==> config.mk <==
export PLATFORM = sky130hd
export DESIGN_NAME = rx_bit_sampler
export DESIGN_NICKNAME = d
export VERILOG_FILES = /design/src/rtl/uart_pkg.sv /design/src/rtl/uart_baud_tick.sv /design/src/rtl/rx_bit_sampler.sv
export SDC_FILE = /design/constraint.sdc
export NUM_CORES = 1
export LEC_CHECK = 0
export ABC_AREA = 1
export BUFFER_PORTS_ARGS = -buffer_cell sky130_fd_sc_hd__buf_2
export CAP_MARGIN = 15
export CORE_UTILIZATION = 35
export DETAILED_ROUTE_END_ITERATION = 12
export HOLD_SLACK_MARGIN = 0.12
export SLEW_MARGIN = 5
export SYNTH_ARGS = -nofsm -noshare
export SYNTH_HDL_FRONTEND = slang
export SYNTH_SLANG_ARGS = --single-unit
==> constraint.sdc <==
create_clock -name clk -period 2.7 [get_ports clk]
set_clock_uncertainty 0.15 [all_clocks]
set_input_delay 0.27 -clock clk [delete_from_list [all_inputs] [get_ports clk]]
set_output_delay 0.27 -clock clk [all_outputs]
set_load 0.05 [all_outputs]
==> src/rtl/uart_pkg.sv <==
// uart_pkg: shared UART receiver/transmitter types and defaults.
// Holds the receive FSM state encoding and a 2-of-3 majority helper.
package uart_pkg;

    localparam int UART_OVERSAMPLE = 16;
    localparam int UART_FRAME_BITS = 10;

    typedef enum logic [1:0] {
        IDLE      = 2'd0,
        START     = 2'd1,
        BITS      = 2'd2,
        WAIT_HIGH = 2'd3
    } rx_state_t;

    function automatic logic maj3(input logic a, input logic b, input logic c);
        return (a & b) | (a & c) | (b & c);
    endfunction

endpackage

==> src/rtl/uart_baud_tick.sv <==
// uart_baud_tick: oversample tick generator, one tick every max(div,1) clks.
// A synchronous clear restarts the period so a frame's ticks align to its start.
module uart_baud_tick #(
    parameter int DIV_W = 16
) (
    input  logic             i_clk,
    input  logic             i_rst,
    input  logic             i_clr,
    input  logic [DIV_W-1:0] i_div,
    output logic             o_tick
);

    logic [DIV_W-1:0] r_cnt;
    logic [DIV_W-1:0] w_max;

    // A divisor of 0 behaves as 1; >= keeps ticking if the divisor shrank.
    assign w_max  = (i_div == '0) ? '0 : i_div - DIV_W'(1);
    assign o_tick = (r_cnt >= w_max);

    // Count to the terminal value, wrap on tick, restart on clear.
    always_ff @(posedge i_clk or posedge i_rst) begin
        if (i_rst) begin
            r_cnt <= '0;
        end else if (i_clr || o_tick) begin
            r_cnt <= '0;
        end else begin
            r_cnt <= r_cnt + DIV_W'(1);
        end
    end

endmodule

==> src/rtl/rx_bit_sampler.sv <==
// rx_bit_sampler: UART receive front-end - synchroniser, start qualification
// and one mid-bit sample per frame bit. Option: RX_MAJORITY_VOTE_EN (2-of-3 vote).
module rx_bit_sampler
    import uart_pkg::*;
#(
    parameter int OVERSAMPLE = UART_OVERSAMPLE,
    parameter int DIV_W      = 16,
    parameter int FRAME_BITS = UART_FRAME_BITS
) (
    input  logic             clk,
    input  logic             reset,
    input  logic             rx,
    input  logic [DIV_W-1:0] baud_div,
    output logic             strt_bit,
    output logic             bit_valid,
    output logic             bit_data,
    output logic             false_start,
    output logic             framing_err,
    output logic             busy
);

`ifdef RX_MAJORITY_VOTE_EN
    localparam int VOTE_LAG = 1;
`else
    localparam int VOTE_LAG = 0;
`endif
    localparam int TCW = $clog2(OVERSAMPLE + 1);
    localparam int BCW = $clog2(FRAME_BITS + 1);
    localparam logic [TCW-1:0] START_TICK = TCW'(OVERSAMPLE / 2 + VOTE_LAG);
    localparam logic [TCW-1:0] BIT_TICK   = TCW'(OVERSAMPLE);
    localparam logic [BCW-1:0] LAST_BIT   = BCW'(FRAME_BITS - 1);

    logic [1:0]     r_sync;
    logic [1:0]     r_primed;
    logic           r_armed;
    rx_state_t      r_state;
    rx_state_t      w_state_nxt;
    logic [TCW-1:0] r_tick_cnt;
    logic [TCW-1:0] w_tick_cnt_nxt;
    logic [TCW-1:0] w_tick_num;
    logic [BCW-1:0] r_bit_cnt;
    logic [BCW-1:0] w_bit_cnt_nxt;
    logic           w_rx_s;
    logic           w_os_tick;
    logic           w_clr;
    logic           w_sample;
    logic           r_strt_bit;
    logic           r_bit_valid;
    logic           r_bit_data;
    logic           r_false_start;
    logic           r_framing_err;
    logic           r_busy;
    logic           w_strt_nxt;
    logic           w_valid_nxt;
    logic           w_data_nxt;
    logic           w_false_nxt;
    logic           w_ferr_nxt;

    assign w_rx_s     = r_sync[1];
    assign w_tick_num = r_tick_cnt + TCW'(1);

    uart_baud_tick #(
        .DIV_W (DIV_W)
    ) u_tick (
        .i_clk  (clk),
        .i_rst  (reset),
        .i_clr  (w_clr),
        .i_div  (baud_div),
        .o_tick (w_os_tick)
    );

`ifdef RX_MAJORITY_VOTE_EN
    logic [1:0] r_vote;

    // Keep the two previous tick samples for the 2-of-3 vote.
    always_ff @(posedge clk or posedge reset) begin
        if (reset) begin
            r_vote <= 2'b11;
        end else if (w_os_tick) begin
            r_vote <= {r_vote[0], w_rx_s};
        end
    end

    assign w_sample = maj3(r_vote[1], r_vote[0], w_rx_s);
`else
    assign w_sample = w_rx_s;
`endif

    // Two-flop synchroniser; r_primed marks when it reflects the real line.
    always_ff @(posedge clk or posedge reset) begin
        if (reset) begin
            r_sync   <= 2'b11;
            r_primed <= 2'b00;
        end else begin
            r_sync   <= {r_sync[0], rx};
            r_primed <= {r_primed[0], 1'b1};
        end
    end

    // Arm start detection only once the line has really been seen high.
    always_ff @(posedge clk or posedge reset) begin
        if (reset) begin
            r_armed <= 1'b0;
        end else if (r_primed[1] && w_rx_s) begin
            r_armed <= 1'b1;
        end
    end

    // Next state, counters and the pulse values to register.
    always_comb begin
        w_state_nxt    = r_state;
        w_tick_cnt_nxt = r_tick_cnt;
        w_bit_cnt_nxt  = r_bit_cnt;
        w_clr          = 1'b0;
        w_strt_nxt     = 1'b0;
        w_valid_nxt    = 1'b0;
        w_data_nxt     = r_bit_data;
        w_false_nxt    = 1'b0;
        w_ferr_nxt     = 1'b0;
        unique case (r_state)
            IDLE: begin
                if (r_armed && !w_rx_s) begin
                    w_state_nxt    = START;
                    w_tick_cnt_nxt = '0;
                    w_clr          = 1'b1;
                end
            end
            START: begin
                if (w_os_tick) begin
                    w_tick_cnt_nxt = w_tick_num;
                    if (w_tick_num == START_TICK) begin
                        if (!w_sample) begin
                            w_strt_nxt     = 1'b1;
                            w_tick_cnt_nxt = '0;
                            w_bit_cnt_nxt  = '0;
                            w_state_nxt    = BITS;
                        end else begin
                            w_false_nxt = 1'b1;
                            w_state_nxt = IDLE;
                        end
                    end
                end
            end
            BITS: begin
                if (w_os_tick) begin
                    w_tick_cnt_nxt = w_tick_num;
                    if (w_tick_num == BIT_TICK) begin
                        w_tick_cnt_nxt = '0;
                        w_valid_nxt    = 1'b1;
                        w_data_nxt     = w_sample;
                        w_bit_cnt_nxt  = r_bit_cnt + BCW'(1);
                        if (r_bit_cnt == LAST_BIT) begin
                            if (w_sample) begin
                                w_state_nxt = IDLE;
                            end else begin
                                w_ferr_nxt  = 1'b1;
                                w_state_nxt = WAIT_HIGH;
                            end
                        end
                    end
                end
            end
            WAIT_HIGH: begin
                if (w_rx_s) begin
                    w_state_nxt = IDLE;
                end
            end
            default: begin
                w_state_nxt = IDLE;
            end
        endcase
    end

    // State, counters and registered outputs.
    always_ff @(posedge clk or posedge reset) begin
        if (reset) begin
            r_state       <= IDLE;
            r_tick_cnt    <= '0;
            r_bit_cnt     <= '0;
            r_strt_bit    <= 1'b0;
            r_bit_valid   <= 1'b0;
            r_bit_data    <= 1'b0;
            r_false_start <= 1'b0;
            r_framing_err <= 1'b0;
            r_busy        <= 1'b0;
        end else begin
            r_state       <= w_state_nxt;
            r_tick_cnt    <= w_tick_cnt_nxt;
            r_bit_cnt     <= w_bit_cnt_nxt;
            r_strt_bit    <= w_strt_nxt;
            r_bit_valid   <= w_valid_nxt;
            r_bit_data    <= w_data_nxt;
            r_false_start <= w_false_nxt;
            r_framing_err <= w_ferr_nxt;
            r_busy        <= (w_state_nxt != IDLE);
        end
    end

    assign strt_bit    = r_strt_bit;
    assign bit_valid   = r_bit_valid;
    assign bit_data    = r_bit_data;
    assign false_start = r_false_start;
    assign framing_err = r_framing_err;
    assign busy        = r_busy;

endmodule

==> results.ini, run 1 <==
[layout]
layout_common_cells = 70 x nand2_1, 51 x inv_1, 41 x buf_4
layout-drive-gt1-share = 0.365
n_antenna_cell = 0
layout_commonest_cell = nand2_1
nets = 520
final_core_util = 0.497
syn2layout_area_growth_pct = 37.8

[setup_path]
path_cells = buf_8 -> nor2_4 -> nand2_4 -> nor3_2 -> inv_1 -> or2_4 -> nor3_4 -> a21oi_1 -> nand3b_1 -> ha_4 -> nand4_1 -> nor2_2 -> nand2_4 -> nand2_8 -> nand2_4 -> nor2_4 -> o21ai_1 -> o21a_1
cp_common_cell = nand2_4
rrSetupSlack_ps = 600
ff2ff_path_depth = 14
crit_type = in2reg
cp-end-kind = flip-flop
critPathMaxStageDelay_ps = 310
worst-path-buf-inv = 2
cp_top_family = simple AND/OR/NAND/NOR gates
cp.required_ps = 2730
critPathArrivalTime_ps = 2720
r2r_start = r_tick_cnt[0]$_DFFE_PP0P_
crit_fanout = 8
reg2reg_to = r_bit_cnt[0]$_DFFE_PP0P_
cp-start-kind = input port
critical-path-slowest-cell = ha_4

[yosys]
synthFlopType = dfrtp_1
yosysWarnings = 0
synth_cells = 396
async_flop_share = 1.00
ys_seq_area_frac = 0.323
syn_area_um2 = 2950
avgSynthCellArea_um2 = 7.45
syn_nets = 443
synth_seq_cells = 38
ys_types = 34
synth_edf_count = 0

[floorplan]
rows = 33
io_pins = 25
initial_core_util = 0.361
die_h_um = 93.8
fp.dieW_um = 93.8
core_area_um2 = 8180
dieArea_um2 = 8800

[clock_tree]
cts_buffers = 5
worst_skew_pair.late_latency_ps = 290
tritoncts = built
clock_path_buffers = 2
clock-sinks = 38
htreeDepth = 2
ctsRootBufferMaster = clkbuf_8
clk_pin_slew_ps = 70

[global_route]
grt_max_degree = 39
gr-total-overflow = 0
grt_pass1_wl_um = 11200
grt_usage = 0.159
grt_pass1_vias = 2649
antenna_found_initial = 0

[drt]
final_antenna_net_count = 0
vias_per_cell = 4.67
wl_per_cell_um = 11.2
drt_iter0_drc = 68
drtPass1Iterations = 4
routed-via-count = 2702
drt_wl_total_um = 6510
drc = 0

[placed_design]
dp_slack_ps = -436
gp_congestion = 0.789
dpl.hpwl_um = 4890
place.port_buffers = 24

[timing]
rsz0062_at_grt = true
fin_crit_ps = 2690
fin_setup_tns_ps = 0
finalSetupViolCount = 0
period_share = 0.997
hold_violations = 0
fin_ws_ps = 6.99
holdWs_ps = 206
finalMaxSlewViolations = 0
fmax_ghz = 0.371

[power_and_ir_drop]
power_density_nw_per_um2 = 545
leakagePower_nw = 1.99
max-vdd-ir-drop_mv = 0.467

[run]
cap_violations = 0

[worst_hold_path]
hold_class = reg2reg
min_from = r_primed[0]$_DFF_PP0_
holdPathStages = 0
holdPathEnd = r_primed[1]$_DFF_PP0_

[run_status]
outcome = completed

[worst register-to-register path, cell delays in order, from the launching register on]
cell	delay [ps]
dfrtp_1	440
ha_1	270
inv_1	80
nand2_1	60
nand2_2	70
nand2_2	70
inv_2	50
nand3_2	80
inv_2	100
nand2_2	70
nand2_2	80
o21ai_2	80
nor2_4	190
o21ai_1	90
o21a_1	100
[stage by stage]
step	std cells	area, um^2	power, W
after floorplan	396	2950	0.00136
after global placement	559	3450	0.00157
after detailed placement	559	3450	0.00158
after CTS	573	3690	0.00211
after global routing	579	4070	0.00241
final	579	4070	0.00222
[metal layers]
layer / GRT usage / up-vias / share of wire
li1: - / 1424 / -
met1: 0.185 / 1237 / 0.44
met2: 0.299 / 32 / 0.52
met3: 0.0243 / 9 / 0.022
met4: 0.0449 / 0 / 0.015
met5: 0 / - / 0
[power by group]
group | switching [W] | internal (W)
clock network | 0.000188 | 0.000301
registers | 0.0000971 | 0.000655
logic | 0.000590 | 0.000386
[sequential cells by signal, indices dropped and copies added, names as in the netlist, 2 cells and up]
| signal | flops |
|---|---|
| r_bit_cnt | 4 |
| r_sync | 2 |
| r_state | 2 |
| r_tick_cnt | 5 |
| r_primed | 2 |
| u_tick.r_cnt | 16 |
[logic make-up (layout without fill, tap and decap cells)]
| logic type | count (synthesis) | count (layout) | share of synthesized area |
|---|---|---|---|
| and+or+nand+nor | 214 | 214 | 0.360 |
| buffers and inverters | 63 | 141 | 0.0827 |
| AOI/OAI and AO/OA | 38 | 38 | 0.0725 |
| DFF | 38 | 38 | 0.323 |
| adders and majority gates | 28 | 28 | 0.119 |
| xor gates and xnor gates | 14 | 14 | 0.0416 |
| other | 1 | 1 | 0.00127 |
[final cells by class]
type | instances | area (um^2)
clock buffers | 7 | 86.3
well taps | 105 | 131
multi-input cells | 295 | 2100
fillers | 792 | 4110
flip-flops and latches | 38 | 953
inverters | 62 | 243
clock inverters | 1 | 30.0
repair buffers | 71 | 519
[cell usage after synthesis (3+ instances only)]
cell type / count / area share
nand2_2: 11 / 0.023
xor2_1: 13 / 0.039
ha_1: 28 / 0.12
nor3_2: 3 / 0.010
nand3b_1: 3 / 0.0076
o21ai_2: 3 / 0.0089
nor2_2: 5 / 0.011
nor2_4: 6 / 0.023
nor2_1: 38 / 0.048
o21ai_0: 12 / 0.020
a21oi_1: 16 / 0.027
nand3_2: 3 / 0.010
dfrtp_1: 36 / 0.31
nand2_1: 84 / 0.11
inv_2: 8 / 0.010
nand3_1: 28 / 0.047
inv_1: 54 / 0.069
nand4_1: 10 / 0.021
nor3_1: 14 / 0.024
[worst max path at each step]
stage / end / start / cells after the start
after floorplan: r_bit_cnt[0]$_DFFE_PP0P_ / baud_div[1] / 21
after global placement: busy$_DFF_PP0_ / baud_div[1] / 21
after detailed placement: u_tick.r_cnt[5]$_DFF_PP0_ / baud_div[0] / 17
after CTS: busy$_DFF_PP0_ / baud_div[1] / 19
after global routing: busy$_DFF_PP0_ / baud_div[1] / 18
final: r_bit_cnt[0]$_DFFE_PP0P_ / baud_div[1] / 18
[what timing repair did]
item | CTS | global route
resized for setup | 20 | 70
pin swaps | 11 | 29
buffers inserted | 4 | 5
endpoints found under the hold margin | 37 | 0
cloned | 0 | 1
hold buffers | 2 | 0
endpoints found under the setup margin | 31 | 33
No activity file was read; power rests on OpenSTA's default activity.
==> run 2: changes to the inputs <==
--- a/config.mk
+++ b/config.mk
@@ -8,7 +8,7 @@
 export ABC_AREA = 1
 export BUFFER_PORTS_ARGS = -buffer_cell sky130_fd_sc_hd__buf_2
 export CAP_MARGIN = 15
-export CORE_UTILIZATION = 35
+export CORE_UTILIZATION = 39
 export DETAILED_ROUTE_END_ITERATION = 12
 export HOLD_SLACK_MARGIN = 0.12
 export SLEW_MARGIN = 5
==> results.ini, run 2 (synthesis gave the netlist of run 1 again) <==
[run_status]
outcome = finished, violations left
violations = setup timing

[clock_tree]
ctsRootBufferMaster = clkbuf_8
worst_skew_pair.late_latency_ps = 290  ; about the same
tritoncts = built
cts_buffers = 5  ; unchanged
clk_pin_slew_ps = 80  ; about the same
clock-sinks = 38  ; unchanged
htreeDepth = 2  ; unchanged
clock_path_buffers = 2  ; unchanged

[run]
cap_violations = 0  ; unchanged

[setup_path]
crit_type = in2reg
cp.required_ps = 2720  ; about the same
path_cells = buf_2 -> inv_2 -> nand2_2 -> nor3_2 -> inv_1 -> or2_4 -> nor3_4 -> xor2_1 -> nand2_1 -> ha_1 -> nand2_1 -> inv_1 -> nand2_1 -> a21oi_2 -> nor2_4 -> nand2_4 -> inv_2 -> nor2_2 -> nand2_2 -> nand2_1 -> o21ai_0
critical-path-slowest-cell = ha_1
crit_fanout = 7  ; -1
cp-end-kind = flip-flop
cp-start-kind = input port
worst-path-buf-inv = 5  ; +3
cp_top_family = simple AND/OR/NAND/NOR gates
cp_common_cell = nand2_1
critPathMaxStageDelay_ps = 310  ; about the same
critPathArrivalTime_ps = 2740  ; +20 ps

[drt]
dr_wl_met3_um = 206  ; +43%
met2WireLength_um = 3380  ; -0.15%
wl_per_cell_um = 11.3  ; +0.66%
top_layer_used = met4
drt_iter0_drc = 99  ; +46%
wl_met1_um = 2750  ; -4.8%
drc = 0  ; unchanged
drt_wl_total_um = 6450  ; -0.91%
routed-via-count = 2730  ; +1.0%
vias_per_cell = 4.79  ; +2.6%
drtPass1Iterations = 4  ; unchanged
final_antenna_net_count = 0  ; unchanged

[floorplan]
die_h_um = 89.0  ; -5.2%
initial_core_util = 0.405  ; +0.0437
io_pins = 25  ; unchanged
rows = 31  ; -6.1%
dieArea_um2 = 7920  ; -10%
fp.dieW_um = 89.0  ; -5.2%
core_area_um2 = 7290  ; -11%

[layout]
ff_latch_area_um2 = 953  ; unchanged
layout_common_cells = 79 x nand2_1, 53 x inv_1, 41 x buf_4
layout-drive-gt1-share = 0.304  ; -0.0614
final_core_util = 0.521  ; +0.0237
n_antenna_cell = 0  ; unchanged
nFillCells = 745  ; -5.9%
nets = 517  ; -0.58%
largest_reg_flops = 16  ; unchanged
finalInstanceArea_um2 = 3800  ; -6.6%
finalNonFillerCells = 570  ; -1.6%
top_regs = u_tick.r_cnt (16), r_tick_cnt (5), r_bit_cnt (4)
syn2layout_area_growth_pct = 28.8
largest-register = u_tick.r_cnt
layout_commonest_cell = nand2_1
multi_input_area_um2 = 1880  ; -11%

[placed_design]
dp_slack_ps = -493  ; -57.4 ps
place.port_buffers = 24  ; unchanged
placed_area_um2 = 3450  ; -0.22%
post-place-cells = 553  ; -1.1%
dpl.hpwl_um = 4950  ; +1.2%
gp_congestion = 0.835  ; +5.9%

[timing]
finalSetupViolCount = 3  ; +3
fin_ws_ps = -18.4  ; -25.4 ps
finalMaxSlewViolations = 0  ; unchanged
fmax_ghz = 0.368  ; -0.93%
hold_violations = 0  ; unchanged
period_share = 1.01  ; +0.00941
fin_crit_ps = 2720  ; +25.4 ps
holdWs_ps = 202  ; -3.48 ps
rsz0062_at_grt = true

[power_and_ir_drop]
max-vdd-ir-drop_mv = 0.452  ; -3.3%
switching_share = 0.384  ; -0.0110
clkPwrFrac = 0.256  ; +0.036
pwr-share-seq = 0.332  ; -0.007
power_frac_comb = 0.412  ; -0.028
leakagePower_nw = 1.93  ; -3.3%
p_int_w = 0.00138  ; +2.5%
p_sw_w = 0.000856  ; -2.2%
power_density_nw_per_um2 = 587  ; +7.7%

[global_route]
gr-total-overflow = 0  ; unchanged
grt_usage = 0.184  ; +0.0250
grt_pass1_wl_um = 11400  ; +1.6%
antenna_found_initial = 0  ; unchanged
grt_pass1_vias = 2711  ; +2.3%
grt_max_degree = 39  ; unchanged

[worst_hold_path]
hold_class = reg2reg

run 2: cell count changes in the layout (fill, tap and decap cells not counted), moves of 3 or more:
cell     before  now
nand2_1      70   79
nand2_2      17   13
buf_6         5    2
ha_4          9    0
ha_1         18   27
nand2_4       6    2
run 2: power groups by stage:
stage                     Sequential [W]  Clock [W]  Combinational, W
after floorplan                 0.000759          0          0.000603
after global placement          0.000751          0          0.000825
final                           0.000741   0.000571          0.000920
after global routing            0.000756   0.000610           0.00105
after CTS                       0.000742   0.000588          0.000897
after detailed placement        0.000752          0          0.000838
run 2: area by class of cell:
| cell class | count | area share |
|---|---|---|
| clock inverters | 3 | 0.0181 |
| clock buffers | 5 | 0.0181 |
| repair buffers | 68 | 0.125 |
| multi-input cells | 295 | 0.494 |
| well taps | 99 | 0.0326 |
| flip-flops and latches | 38 | 0.251 |
| inverters | 62 | 0.0612 |
run 2: repair_timing:
item / in CTS / in global routing
setup endpoints to repair: 32 / 33
pin swaps: 6 / 2
endpoints found under the hold margin: 37 / 0
setup buffers: 4 / 2
resized for setup: 20 / 19
gates cloned: 1 / 0
hold buffers: 2 / 0
run 2: path summary, 6_finish.rpt:
| check | startpoint | depth (start not counted) | slack, ps | endpoint |
|---|---|---|---|---|
| max | baud_div[0] | 21 | -20 | bit_data$_DFFE_PP0P_ |
| min | r_primed[0]$_DFF_PP0_ | 0 | 200 | r_primed[1]$_DFF_PP0_ |
| max reg2reg | u_tick.r_cnt[7]$_DFF_PP0_ | 14 | 590 | bit_data$_DFFE_PP0P_ |
| min reg2reg | r_primed[0]$_DFF_PP0_ | 0 | 200 | r_primed[1]$_DFF_PP0_ |
| max in group asynchronous | reset | 4 | 1540 | r_sync[0]$_DFF_PP1_ |
| min in group asynchronous | reset | 4 | 500 | u_tick.r_cnt[3]$_DFF_PP0_ |
run 2: metal layers:
metal  global-route usage  vias up
met4               0.0606        0
met5                    0        -
li1                     -     1426
met1                0.204     1241
met2                0.357       49
met3               0.0305       14
run 2: worst reg2reg max path: cells and delay by family, from the launching register on:
family                   cells  cell delay (ps)
flip-flops                   1              450
buffers and inverters        2              160
AO/OA/AOI/OAI                1               70
AND/OR/NAND/NOR             10              830
adder cells (fa/ha/maj)      1              330
run 2: through the flow:
step | power (W) | TNS [ps]
global placement | 0.00158 | -11470
global route | 0.00242 | -3370
detailed placement | 0.00159 | -13060
floorplan | 0.00136 | 0
finish | 0.00223 | -42.9
CTS | 0.00223 | -3.89
